## src/rtl/dsp_pkg.sv

```systemverilog
// Shared DSP definitions: default sample width, signed sample type and
// the accumulator width helper used by the decimator.
package dsp_pkg;

  localparam int DATA_WIDTH_DEF = 16;

  typedef logic signed [DATA_WIDTH_DEF-1:0] sample_t;

  // Width needed to sum 2^decim_log2 samples without overflow
  function automatic int acc_width(input int data_width, input int decim_log2);
    return data_width + decim_log2;
  endfunction

endpackage

```

## src/rtl/fir_decimator_if.sv

```systemverilog
// Sample-in / result-out handshake bundle of the decimator.
// slave = decimator side, master = producer/consumer side.
interface fir_decimator_if
  import dsp_pkg::*;
#(
  parameter int DATA_WIDTH = DATA_WIDTH_DEF
);

  logic                         in_valid;
  logic signed [DATA_WIDTH-1:0] in_data;
  logic                         out_valid;
  logic                         out_ready;
  logic signed [DATA_WIDTH-1:0] out_data;

  modport master (
    output in_valid, in_data, out_ready,
    input  out_valid, out_data
  );

  modport slave (
    input  in_valid, in_data, out_ready,
    output out_valid, out_data
  );

endinterface

```

## src/rtl/dsp_sync_fifo.sv

```systemverilog
// Synchronous FIFO with occupancy count. A push on a full FIFO is only
// accepted when a pop happens in the same cycle; the read word is shown
// combinationally and forced to zero while empty.
module dsp_sync_fifo
  import dsp_pkg::*;
#(
  parameter int WIDTH = DATA_WIDTH_DEF,
  parameter int DEPTH = 4
) (
  input  logic                           clk,
  input  logic                           rst_n,
  input  logic                           push,
  input  logic [WIDTH-1:0]               push_data,
  input  logic                           pop,
  output logic [WIDTH-1:0]               pop_data,
  output logic                           full,
  output logic                           empty,
  output logic [$clog2(DEPTH+1)-1:0]     level
);

  localparam int AW = (DEPTH > 1) ? $clog2(DEPTH) : 1;
  localparam int LW = $clog2(DEPTH+1);

  logic [WIDTH-1:0] mem [DEPTH];
  logic [AW-1:0]    wr_ptr;
  logic [AW-1:0]    rd_ptr;
  logic [LW-1:0]    count;
  logic             wr_en;
  logic             rd_en;

  assign full     = (count == LW'(DEPTH));
  assign empty    = (count == '0);
  assign level    = count;
  assign wr_en    = push && (!full || pop);
  assign rd_en    = pop && !empty;
  assign pop_data = empty ? '0 : mem[rd_ptr];

  // Pointer and occupancy bookkeeping; pointers wrap naturally (power-of-two depth)
  always_ff @(posedge clk) begin
    if (!rst_n) begin
      wr_ptr <= '0;
      rd_ptr <= '0;
      count  <= '0;
    end else begin
      if (wr_en) wr_ptr <= wr_ptr + AW'(1);
      if (rd_en) rd_ptr <= rd_ptr + AW'(1);
      case ({wr_en, rd_en})
        2'b10:   count <= count + LW'(1);
        2'b01:   count <= count - LW'(1);
        default: count <= count;
      endcase
    end
  end

  // Storage array; contents need no reset since reads are masked while empty
  always_ff @(posedge clk) begin
    if (wr_en) mem[wr_ptr] <= push_data;
  end

endmodule

```

## src/rtl/fir_decimator.sv

```systemverilog
// Integrate-and-dump decimator by 2^DECIM_LOG2 with a result FIFO behind
// a valid/ready output and a sticky flag for dropped results.
// Build option: define DECIM_ROUND_EN to round half toward +inf instead
// of flooring the window average.
module fir_decimator
  import dsp_pkg::*;
#(
  parameter int DATA_WIDTH = DATA_WIDTH_DEF,
  parameter int DECIM_LOG2 = 2,
  parameter int FIFO_DEPTH = 4
) (
  input  logic                              clk,
  input  logic                              rst_n,
  fir_decimator_if.slave                    bus,
  input  logic                              sync,
  output logic [$clog2(FIFO_DEPTH+1)-1:0]   fifo_level,
  output logic                              ovf_sticky,
  input  logic                              ovf_clr
);

  localparam int ACC_W = acc_width(DATA_WIDTH, DECIM_LOG2);
  localparam int M     = 1 << DECIM_LOG2;
  localparam int CNT_W = (DECIM_LOG2 > 0) ? DECIM_LOG2 : 1;
  localparam logic [CNT_W-1:0] CNT_LAST = CNT_W'(M - 1);
`ifdef DECIM_ROUND_EN
  // M/2 is zero for M = 1, so rounding is a no-op without decimation
  localparam logic signed [ACC_W-1:0] ROUND_BIAS = ACC_W'(M / 2);
`endif

  logic signed [ACC_W-1:0]      acc;
  logic signed [ACC_W-1:0]      acc_base;
  logic signed [ACC_W-1:0]      sum;
  logic signed [ACC_W-1:0]      sum_adj;
  logic [CNT_W-1:0]             cnt;
  logic [CNT_W-1:0]             cnt_base;
  logic signed [DATA_WIDTH-1:0] result;
  logic [DATA_WIDTH-1:0]        fifo_dout;
  logic                         window_done;
  logic                         pop;
  logic                         full;
  logic                         empty;
  logic                         drop;

  // Window arithmetic; sync makes this cycle's sample the first of a new window
  always_comb begin
    acc_base    = sync ? '0 : acc;
    cnt_base    = sync ? '0 : cnt;
    sum         = acc_base + ACC_W'(bus.in_data);
`ifdef DECIM_ROUND_EN
    sum_adj     = sum + ROUND_BIAS;
`else
    sum_adj     = sum;
`endif
    result      = DATA_WIDTH'(sum_adj >>> DECIM_LOG2);
    window_done = bus.in_valid && (cnt_base == CNT_LAST);
  end

  // Accumulator and sample counter; cleared on dump, sync or reset
  always_ff @(posedge clk) begin
    if (!rst_n) begin
      acc <= '0;
      cnt <= '0;
    end else if (bus.in_valid) begin
      if (window_done) begin
        acc <= '0;
        cnt <= '0;
      end else begin
        acc <= sum;
        cnt <= cnt_base + CNT_W'(1);
      end
    end else if (sync) begin
      acc <= '0;
      cnt <= '0;
    end
  end

  assign pop  = !empty && bus.out_ready;
  assign drop = window_done && full && !pop;

  // Drop indication; a drop in the same cycle overrides a clear request
  always_ff @(posedge clk) begin
    if (!rst_n)       ovf_sticky <= 1'b0;
    else if (drop)    ovf_sticky <= 1'b1;
    else if (ovf_clr) ovf_sticky <= 1'b0;
  end

  dsp_sync_fifo #(
    .WIDTH (DATA_WIDTH),
    .DEPTH (FIFO_DEPTH)
  ) u_fifo (
    .clk       (clk),
    .rst_n     (rst_n),
    .push      (window_done),
    .push_data (result),
    .pop       (pop),
    .pop_data  (fifo_dout),
    .full      (full),
    .empty     (empty),
    .level     (fifo_level)
  );

  assign bus.out_valid = !empty;
  assign bus.out_data  = fifo_dout;

endmodule

```

## src/flat_wrapper.sv

```systemverilog
// flat-port wrapper written by rule: the top's interface ports become plain ports
module fir_decimator_flat import dsp_pkg::*;
#(
  parameter int DATA_WIDTH = DATA_WIDTH_DEF,
  parameter int DECIM_LOG2 = 2,
  parameter int FIFO_DEPTH = 4
)
  (clk, rst_n, sync, fifo_level, ovf_sticky, ovf_clr, bus_in_valid, bus_in_data, bus_out_ready, bus_out_valid, bus_out_data);
  fir_decimator_if #(.DATA_WIDTH(DATA_WIDTH)) bus_i ();
  input  logic clk;
  input  logic rst_n;
  input  logic sync;
  output logic [$clog2(FIFO_DEPTH+1)-1:0] fifo_level;
  output logic ovf_sticky;
  input  logic ovf_clr;
  input wire logic [$bits(bus_i.in_valid)-1:0] bus_in_valid;
  input wire logic [$bits(bus_i.in_data)-1:0] bus_in_data;
  input wire logic [$bits(bus_i.out_ready)-1:0] bus_out_ready;
  output wire logic [$bits(bus_i.out_valid)-1:0] bus_out_valid;
  output wire logic [$bits(bus_i.out_data)-1:0] bus_out_data;
  assign bus_i.in_valid = bus_in_valid;
  assign bus_i.in_data = bus_in_data;
  assign bus_i.out_ready = bus_out_ready;
  assign bus_out_valid = bus_i.out_valid;
  assign bus_out_data = bus_i.out_data;
  fir_decimator #(.DATA_WIDTH(DATA_WIDTH), .DECIM_LOG2(DECIM_LOG2), .FIFO_DEPTH(FIFO_DEPTH)) u_core (.clk(clk), .rst_n(rst_n), .bus(bus_i), .sync(sync), .fifo_level(fifo_level), .ovf_sticky(ovf_sticky), .ovf_clr(ovf_clr));
endmodule
```

## config.mk

```make
export PLATFORM = sky130hd
export DESIGN_NAME = fir_decimator_flat
export DESIGN_NICKNAME = d
export VERILOG_FILES = /design/src/rtl/dsp_pkg.sv /design/src/rtl/fir_decimator_if.sv /design/src/rtl/dsp_sync_fifo.sv /design/src/rtl/fir_decimator.sv /design/src/flat_wrapper.sv
export SDC_FILE = /design/constraint.sdc
export NUM_CORES = 1
export LEC_CHECK = 0
export CAP_MARGIN = 20
export CORE_MARGIN = 4
export CORE_UTILIZATION = 39
export CTS_BUF_LIST = sky130_fd_sc_hd__clkbuf_4 sky130_fd_sc_hd__clkbuf_8 sky130_fd_sc_hd__clkbuf_16
export DETAILED_ROUTE_END_ITERATION = 6
export HOLD_SLACK_MARGIN = 0.02
export MAX_ROUTING_LAYER = met4
export PLACE_DENSITY = 0.55
export SLEW_MARGIN = 20
export SYNTH_ARGS = -nofsm -noshare
export SYNTH_HDL_FRONTEND = slang
export SYNTH_SLANG_ARGS = --single-unit
```

## constraint.sdc

```tcl
create_clock -name clk -period 3.4 [get_ports clk]
set_input_delay 0.34 -clock clk [delete_from_list [all_inputs] [get_ports clk]]
set_output_delay 0.34 -clock clk [all_outputs]
set_load 0.05 [all_outputs]
```

Word level (Yosys, flattened, before mapping)
Memory sizes are Yosys's and may differ from the RTL's. A register that Yosys moved wholly into a read port is not among the register bits.
Cells that the tools add are included.
- multiplexer cells: 14
- $add $sub $neg: 6
- reductions and logical operators: 13
- equality and inequality tests: 4
- operators with widths (kind ; count):
    18-bit 2-to-1 mux ; 3
    18-bit by 16-bit adder with 18-bit output ; 1
    16-bit 2-to-1 mux ; 1
    2-bit 2-to-1 mux ; 5
    2-bit by 1-bit adder with 2-bit output, second input constant ; 3
    1-bit logical AND ; 6
    3-bit case mux with 2 select lines ; 1
    2-bit == test, second input constant ; 2
    1-bit 2-to-1 mux ; 4
    2-bit nonzero test ; 2
    3-bit by 1-bit adder with 3-bit output, second input constant ; 1
    3-bit == test, second input constant ; 1
    1-bit logical NOT ; 3
    3-bit logical NOT ; 1
    3-bit by 1-bit subtractor with 3-bit output, second input constant ; 1
    2-bit by 1-bit == test with 1-bit output, second input constant ; 1
    1-bit logical OR ; 1
- register bits: 28
- bits in writable memories: 64
- word-level logic and storage cells: 44
- output and inout port bits: 21
- memories: 1
- memories (memory ; depth ; width ; read ports ; clocked after Yosys merged registers in ; write ports ; RTL line ; text):
    u_core.u_fifo.mem ; 4 ; 16 ; 1 ; 1 ; 1 ; dsp_sync_fifo.sv:24 ; logic [WIDTH-1:0] mem [DEPTH];

Longest topological paths before layout
Gate-level depths: netlist of run 1.
- word-level depth: 7
- mapped depth: 13
- gate-level depth less buffers: 11

Cells and area by module
From an unflattened synthesis of run 1, not the netlist that was laid out.
- cells, all modules: 379
- area total of the unflattened synthesis: 4812.1 um^2
- modules (own cells, without submodules) (module ; area each (um^2) ; seq. area each (um^2) ; instances ; cells each):
    dsp_sync_fifo ; 3022.9 ; 2102.0 ; 1 ; 156
    fir_decimator ; 1789.2 ; 420.4 ; 1 ; 223

Worst setup path after synthesis of run 1
No wires, ideal clock.
- path kind: register -> register
- start point: register u_core.u_fifo.count[2], in the netlist u_core.u_fifo.level[2]
- end point: register u_core.u_fifo.count[2], in the netlist u_core.u_fifo.level[2]
- arrival: 2.638 ns
- stages on the path, launching flop included: 11
- data required time: 3.324 ns
- clock period less this slack: 2.714 ns
- setup slack: 0.686 ns
- setup time: 0.076 ns
- cells stage by stage: dfxtp_1 or4b_1 nor2b_1 clkbuf_1 inv_1 ha_1 inv_1 fa_1 xor2_1 or3_1 a21boi_0
- word-level cells in the longest chain between the ends: 7
- elaborated cells between the ends (all ways): 14
- those cells by class: add/sub (2); eq/ne (3); mux (1); reduce/logical (8)
- ends and longest elaborated chain (element ; RTL line ; text):
    start, declared ; dsp_sync_fifo.sv:27 ; logic [LW-1:0] count;
    start signal, assigned ; dsp_sync_fifo.sv:48 ; 2'b10: count <= count + LW'(1);
    start signal, assigned ; dsp_sync_fifo.sv:49 ; 2'b01: count <= count - LW'(1);
    start signal, assigned ; dsp_sync_fifo.sv:50 ; default: count <= count;
    3-bit logical NOT ; dsp_sync_fifo.sv:32 ; assign empty = (count == '0);
    1-bit logical NOT ; dsp_sync_fifo.sv:35, fir_decimator.sv:77 ;
    1-bit logical AND ; fir_decimator.sv:77 ; assign pop = !empty && bus.out_ready;
    1-bit logical OR ; dsp_sync_fifo.sv:34 ; assign wr_en = push && (!full || pop);
    1-bit logical AND ; dsp_sync_fifo.sv:34 ;
    2-bit by 1-bit == test with 1-bit output / 2-bit == test (equally long branches) ; dsp_sync_fifo.sv:47 ; case ({wr_en, rd_en})
    3-bit case mux with 2 select lines / 2-bit nonzero test (equally long branches) ; n/a ;
Parallel ways exist; a longest one is shown, timed or not.
A chain may end at the register's enable or synchronous reset.

Worst setup path after layout of run 1
- start point: input port sync
- end point: memory u_core.u_fifo.mem[3][15] in the netlist's numbering (data pin)
- word-level cells in the longest chain between the ends: 2
- ends and longest elaborated chain (element ; RTL line ; text):
    start, declared ; flat_wrapper.sv:12 ; input logic sync;
    18-bit 2-to-1 mux ; n/a ;
    18-bit by 16-bit adder with 18-bit output ; fir_decimator.sv:48 ; sum = acc_base + ACC_W'(bus.in_data);
    net u_core.sum[17] ; fir_decimator.sv:32 ; logic signed [ACC_W-1:0] sum;
    end, declared ; dsp_sync_fifo.sv:24 ;
The timed path passes the listed nets, and every way through them passes these cells.

==> results, run 1 <==
- The class of the tightest hold or removal check is reg -> reg.
- The detailed router's first-iteration violation count is 181.
- Across the run, the number of max-cap violations was 0.
- The effective utilization at floorplan is 0.406.
- The commonest cells after synthesis are edfxtp_1 (64), and2_1 (33), dfxtp_1 (30).
- The part of the power in the clock network is 0.376.
- Clock latency on the worst-skew pair, taken at its later pin, is 340 ps.
- By instance count, the leading cell after synthesis is edfxtp_1.
- The maximum count of clock buffers along a single path is 2.
- The worst supply voltage drop on vdd is 271 uV.
- The number of failing hold endpoints at the final stage came to 0.
- The total track usage is 0.152.
- The number of antenna violations at the first check in global routing is 0.
- The post-route fraction of the period consumed by the critical path is 0.847.
- The net count after synthesis is 410.
- The launching element type of the critical path is an input pin.
- The routed layout has 2,959 vias.
- The detail route stage leaves a number of antenna-violating nets equal to 0.
- The number of setup buffers added after CTS is 0.
- In this run the standard cell core region covers approximately 0.012 sq mm.
- The combined area of all synthesized cells is roughly 0.0047 sq mm.
- The clock drives 94 sinks.
- The layout net count is 461.
- Synthesis handed over a netlist of 363 instances.
- The library cell used as clock root buffer is clkbuf_16.
- The first global-routing pass estimated 16,300 um of wire.
- The die span in x is 118 um.
- The number of iterations in the first detailed-routing pass is 4.
- The worst max-slew margin expressed relative to the limit is 0.529.
- The HPWL after detailed placement is between 6000 and 7000 um.
- Entering global routing, the biggest net connects 19 pins.
- In this run the power density over the cells is 441 mW/mm^2.
- The number of buffers and inverters on the critical path is 2.
- The element type at the critical path end is a flip-flop.
- The most instantiated flip-flop cell in the synthesis netlist is edfxtp_1.
- The distinct cell type count after synthesis is 58.
- Of the total power, the share spent switching nets is 0.242.
- In the routed layout, each cell is associated on average with a via count of approximately 5.3.
- Static timing analysis puts the maximum clock frequency at 347 MHz.
- Measured along the y axis, the die boundary spans 118 um.
- At the worst endpoint, the arrival time is 2940 ps.
- The number of global-route vias before repair was 3,089.
- The total of buffers placed on input and output ports is 42.
- The deepest level of the CTS H-tree is 3.
- The Yosys step of the flow raised 0 warnings.
- Counting I/O delays and the setup requirement, the final critical path takes 2880 ps.
- Ranked by total cell area, the synthesized netlist is headed by edfxtp_1 (41%), dfxtp_1 (13%), mux4_2 (7.6%).
- The worst clock skew on the final layout is 8.71 ps.
- The signed area change from the synthesized netlist to the final layout is 18.8%.
- The sequential area share after synthesis is 0.535.
- The area of all placed cells without fillers is between 0.005 and 0.006 sq mm.
- The number of DRC violations after detailed routing is 0.
- On the worst path, the slowest cell contributes a delay of 450 ps.
- In this run the power spent charging and discharging nets is 0.599 mW.
- In the final timing run, aggregate negative setup slack is 0 ps.
- At the worst endpoint, the required time is 3460 ps.
- The library cell with the largest summed area after synthesis is edfxtp_1.
- Traced cell by cell, the critical path runs through clkdlybuf4s50_1 -> buf_4 -> nor2b_1 -> ha_1 -> a21oi_1 -> o211ai_2 -> a31oi_4 -> o31a_4 -> o21ai_1 -> xnor2_1.
- In this run the mean area of a mapped cell was 13.0 sq um.
- After detailed routing, the average wire length per cell comes to 17.3 um.
- In this run, CTS created clock tree buffers numbering 9.
- For this block, the routed nets add up to approximately 9700 um of wire.
- Along the worst path, the maximum fanout reaches 6.
- The share of total power dissipated in sequential elements is 0.512.
- The quantity of hold-fixing buffers added after cts is 0.
- The number of placement rows is 39.
- The dominant delay contributor by cell family on the critical path is compound AO/OA/AOI/OAI gates.
- The repair_antennas step left the layout with diodes totalling 0.
- The final number of max-transition violations was 0.
- The final count of negative-setup-slack endpoints is 0.
- The combinational share of power is 0.112.
- The total of cells resized after clock tree synthesis is 0.
- The total congestion overflow is 0.
- The synthesized design contains 64 enable-type register cells.
- The CTS tree is done.
- After clock tree synthesis, the clock-pin slew on the worst setup and hold paths is 70 ps.
- The run finished with clean final reports.
- The cell with the largest stage delay on the worst path is xnor2_1.
- Routability-driven placement finished with a final weighted congestion of 0.849.
- The share of post-route cells with drive strength above 1 is 0.136.
- The internal power component is 1.87 mW.
- The pin slew with the least headroom to its limit is 704 ps.
- The share of synthesized area in the top cell type comes to 0.408.
- In this run the static leakage power is 2.02 nW.
- The post-place instance area is 0.00533 sq mm.
- Setup repair after global routing left no endpoint under its margin.
- 43 I/O pins were placed.
- After synthesis, the share of flip-flops with an asynchronous set or reset is 0.
- The floorplan step defined a die boundary enclosing 0.0139 sq mm.
- In this run, synthesis produced a sequential element count of between 90 and 100.
- The category of the critical setup timing path is in -> reg.
==> through the flow <==
stage	utilization	hold WS [ps]	cells	setup WS (ps)	total power [mW]
2_1_floorplan	-	468	363	686	1.47
3_3_place_gp	0.459	498	546	220	1.56
3_5_place_dp	0.459	502	546	202	1.57
4_1_cts	0.482	520	561	547	2.49
5_1_grt	0.482	576	561	336	2.58
6_report	0.482	519	561	521	2.47
==> cells by family after synthesis <==
kind of cell	count (synthesis)	share of synthesized area
buf+inv	30	0.0305
compound gates	63	0.105
flops	94	0.535
fa+ha+maj	25	0.0695
xor+xnor	22	0.0425
simple gates	111	0.136
mux	18	0.0807
==> layout make-up <==
type / count / area (sq um)
well taps: 143 / 179
clock inverters: 6 / 46.3
multi-input cells: 239 / 2050
fillers: 1072 / 6010
inverters: 13 / 48.8
flip-flops and latches: 94 / 2520
repair buffers: 57 / 533
clock buffers: 9 / 225
==> placed cells by master, fill, tap and decap left out, types with 2 or more instances in the layout <==
cell	synthesis	final
inv_1	12	12
nor2b_1	27	27
nand3_1	9	9
or3_1	3	3
clkinvlp_4	0	2
o21ai_0	5	5
dfxtp_1	30	30
nor3_1	2	2
o22ai_1	2	2
nand3b_1	2	2
nand4_1	2	2
edfxtp_1	64	64
o2bb2ai_1	3	3
a22oi_1	4	4
nor2_1	6	6
mux4_2	16	16
and2b_2	2	2
a21oi_1	13	13
a31oi_1	2	2
a211oi_1	2	2
xnor2_1	13	13
ha_1	23	23
xor2_1	8	8
and2_1	33	33
a21o_1	5	5
buf_4	0	15
a32o_1	10	10
clkbuf_16	0	9
fa_1	2	2
nand2_1	16	16
and3_1	2	2
clkdlybuf4s50_1	0	42
inv_6	0	2
mux2i_1	2	2
o211ai_1	2	2
==> tightest hold or removal path: cells and delay by family (launching register included) <==
| kind | cells | cell delay, ps |
|---|---|---|
| AO/OA/AOI/OAI | 2 | 160 |
| flip-flops | 1 | 320 |
==> power by group through the flow <==
stage,Combinational [mW],Sequential [mW],Clock [mW]
2_1_floorplan,0.181,1.29,0
3_3_place_gp,0.269,1.29,0
3_5_place_dp,0.275,1.29,0
4_1_cts,0.276,1.27,0.951
5_1_grt,0.305,1.27,1.01
6_report,0.277,1.27,0.928
==> state kept, by name, indices dropped and copies added, names as in the netlist, named ones only <==
register              flops
u_core.u_fifo.wr_ptr      2
u_core.cnt                2
u_core.u_fifo.mem        64
u_core.ovf_sticky         1
u_core.u_fifo.level       3
u_core.acc               18
u_core.u_fifo.rd_ptr      2
==> worst paths after layout <==
check,slack (ps),from,depth (start not counted),to
hold reg to reg,520,u_core.acc[17],2,u_core.acc[17]
setup reg to reg,830,u_core.acc[1],8,u_core.u_fifo.mem[3][15]
setup / recovery,520,sync,10,u_core.u_fifo.mem[3][15]
hold / removal,520,u_core.acc[17],2,u_core.acc[17]
==> routing by layer <==
layer	track usage	vias up	share of wire
li1	-	1451	-
met1	0.199	1432	0.47
met2	0.241	65	0.48
met3	0.0293	11	0.038
met4	0.0462	0	0.014
met5	-	-	0
Power figures use the tool's default switching activity.
==> run 2, diff against run 1 <==
- clock period: 3.4 -> 2.8 ns (I/O delays scaled with it)
==> run 2 against run 1 <==
Against the previous run: routed wire length rose by 8.8%; critical endpoint unchanged; clock-buffer cell count rose by 1; sequential power rose by 21%; register-to-register slack got worse by 470 ps; largest cell class unchanged; core utilization rose by 3.9 points; setup slack got worse by 350 ps; worst hold slack got worse by 8.9 ps; sequential share of layout area fell by 3.4 points; critical path depth rose by 1.
==> results, run 2 (synthesized netlist as in run 1, its figures left out) <==
- The sequential share of power was 0.482 (-0.030).
- The number of DRC violations after detailed routing is 0 (unchanged).
- The setup slack on the worst flop-to-flop path is 360 ps (-470 ps).
- Compared with the post-synthesis result, the final layout area differs by 28.6%.
- The run finished with clean final reports.
- The worst max-slew margin expressed relative to the limit is 0.608 (+0.0785).
- The placer's final routability congestion estimate is 0.820 (-3.3%).
- The switching power summed over all nets is 0.743 mW (+24%).
- The post-layout worst setup margin is 169 ps (-352 ps).
- The cell depth of the worst min-delay path is 2 (unchanged).
- The cell area power density is 526 mW/mm^2 (+19%).
- The start point of the worst min-delay path is u_core.acc[17].
- The library cell used as clock root buffer is clkbuf_16.
- The CTS tree is done.
- The total clock sinks is 94 (unchanged).
- The worst endpoint data arrival time was 2730 ps (-210 ps).
- The number of placed instances, taps included was 599 (+9.7%).
- The worst clock skew on the final layout is 9.42 ps (+0.705 ps).
- The flip-flop count of the largest register, all copies and words added came to 64 (unchanged).
- The deepest level of the CTS H-tree is 3 (unchanged).
- The internal power component is 2.45 mW (+31%).
- The effective utilization at floorplan is 0.406 (unchanged).
- The max-cap check violation count is 0 (unchanged).
- The layout net count is 514 (+11%).
- The number of cells in the finished layout apart from fillers is 615 (+9.6%).
- The end-of-flow core utilization was 0.522 (+0.0394).
- The count of vias placed by the detailed router came to 3,112 (+5.2%).
- The average detailed-routed wire length per instance is 17.1 um (-0.78%).
- The number of routed nets with antenna violations came to 0 (unchanged).
- The total track usage is 0.164 (+0.0124).
- The path with the worst hold slack has its endpoint at u_core.acc[17].
- The TritonCTS buffer count came to 9 (unchanged).
- The cell depth of the worst flop-to-flop path is 10 (+2).
- The number of global-route vias before repair is 3,301 (+6.9%).
- The worst setup timing slack at the placement stage is -222 ps (-424 ps).
- In this run the worst hold path is classified as reg -> reg.
- The insertion delay of the later-clocked pin in the worst-skew pair is 340 ps (about the same).
- The detailed router's first-iteration violation count is 104 (-43%).
- The number of primary I/O pins is 43 (unchanged).
- The area of all placed cells without fillers is 0.00606 sq mm (+8.2%).
- The number of antenna violations at the first check in global routing is 0 (unchanged).
- The number of iterations in the first detailed-routing pass is 4 (unchanged).
- The die span in x was 118 um (unchanged).
- The floorplan core area is 0.0116 sq mm (unchanged).
- The part of the power in the clock network is 0.386 (+0.010).
- The die area is 0.0139 sq mm (unchanged).
- The maximum count of clock buffers along a single path is 2 (unchanged).
- The final count of negative-setup-slack endpoints is 0 (unchanged).
- The number of failing hold endpoints at the final stage was 0 (unchanged).
- The clock transition time at the flip-flop clock pins of the worst setup and hold paths is 60 ps (about the same).
- The library cells used most frequently in the layout, excluding fill and tap cells, are buf_4 (79), edfxtp_1 (64), and2_1 (33), dfxtp_1 (30), nor2b_1 (27).
- The post-place instance area came to 0.00575 sq mm (+7.9%).
- The post-route fraction of the period consumed by the critical path is 0.940.
- The detailed-route vias per instance came to 5.06 (-4.1%).
- The achievable clock frequency is 380 MHz.
- The total congestion overflow is 0 (unchanged).
- In this run the critical register-to-register path is captured at u_core.acc[16].
- Setup repair after global routing left no endpoint under its margin.
- More flip-flops sit in one register than any other, and that register is u_core.u_fifo.mem.
- The sum of routed wire length over all layers is 10,500 um (+8.8%).
- The number of antenna diodes is 0 (unchanged).
- The launching element of the worst setup path is sync.
- The quantity of hold-fixing buffers added after cts is 0 (unchanged).
- The global-route wire length before repair was 17,300 um (+5.7%).
- The critical path in this run is classified as in -> reg.
- The critical-path maximum fanout came to 14 (+8).
- The startpoint identified for the worst register-to-register timing path is u_core.acc[0].
- The HPWL after detailed placement is 7390 um (+7.5%).
- The switching part of the total is 0.233 (-0.00924).
- The number of placement rows is 39 (unchanged).
- Leaving out fill and tap cells, the most frequent cell in the layout is buf_4.
- The data required time of the worst path was 2900 ps (-560 ps).
- The clock period minus final worst setup slack is 2630 ps.
- The final-layout worst hold slack is 510 ps (-8.87 ps).
- The combinational share of power is 0.132 (+0.020).
- The share of post-route cells with drive strength above 1 is 0.271 (+0.135).
- The element type at the critical path end is a flip-flop.
- The total of buffers placed on input and output ports is 42 (unchanged).
- The height of the die is 118 um (unchanged).
- The final number of max-transition violations is 0 (unchanged).
- The static leakage is 2.36 nW (+17%).
- The pin count of the biggest net entering global routing is 31 (+12).
- The worst supply voltage drop on vdd was 289 uV (+6.9%).
- The pin slew with the least headroom to its limit came to 586 ps (-118 ps).
- The worst setup path is launched from an input pin.
- The number of fill cells is 1,018 (-5.0%).
## run 2: changes by cell type in the layout (fill, tap and decap cells not counted), sizes merged
cell	delta
clkdlybuf4s50	-16
bufinv	+1
clkbuf	+1
clkinv	+1
buf	+69
clkinvlp	-2
## run 2: cell type report
type                    count  area (sq um)  area share
clock buffers              10           233      0.0384
clock inverters             6          68.8      0.0114
inverters                  13          48.8     0.00805
multi-input cells         239          2060       0.339
flip-flops and latches     94          2520       0.416
well taps                 143           179      0.0295
repair buffers            110           953       0.157
## run 2: per-layer routing
metal  share of wire  vias up  global-route usage
met5               0        -                   -
met4           0.017        0              0.0527
met3           0.025       13              0.0322
met2            0.48       51               0.261
met1            0.48     1484               0.213
li1                -     1564                   -
## run 2: critical path: stages
cell and delay [ps]:
clkdlybuf4s50_1 500, buf_4 240, nor2b_1 100, ha_1 310, a21oi_1 280, nor2_1 70
a211oi_1 320, o31a_4 240, o21ai_1 70, xnor2_1 150, buf_4 170
## run 2: worst max-delay path by stage
| stage | slack, ps | cells past startpoint | end |
|---|---|---|---|
| after floorplan | 90 | 10 | u_core.u_fifo.level[2] |
| after global placement | -200 | 11 | u_core.u_fifo.mem[0][15] |
| after detailed placement | -220 | 11 | u_core.u_fifo.mem[0][12] |
| after CTS | 120 | 11 | u_core.u_fifo.mem[1][12] |
| after global routing | 30 | 11 | u_core.u_fifo.mem[1][15] |
| final | 170 | 11 | u_core.u_fifo.mem[3][15] |
## run 2: stage by stage
step	power [mW]	setup TNS, ps
6_report	3.19	0
5_1_grt	3.34	0
4_1_cts	3.22	0
3_5_place_dp	1.98	-3370
3_3_place_gp	1.98	-2370
2_1_floorplan	1.79	0
## run 2: power groups by stage
stage / logic (mW) / registers (mW) / clock network (mW)
after floorplan: 0.220 / 1.57 / 0
after global placement: 0.409 / 1.57 / 0
after detailed placement: 0.417 / 1.57 / 0
after CTS: 0.420 / 1.54 / 1.26
after global routing: 0.462 / 1.54 / 1.34
final: 0.420 / 1.54 / 1.23
## run 2: repair_timing
action,4_1_cts,5_1_grt
resized for setup,0,1
setup endpoints to repair,0,4
buffers inserted,0,0
endpoints found under the hold margin,0,0
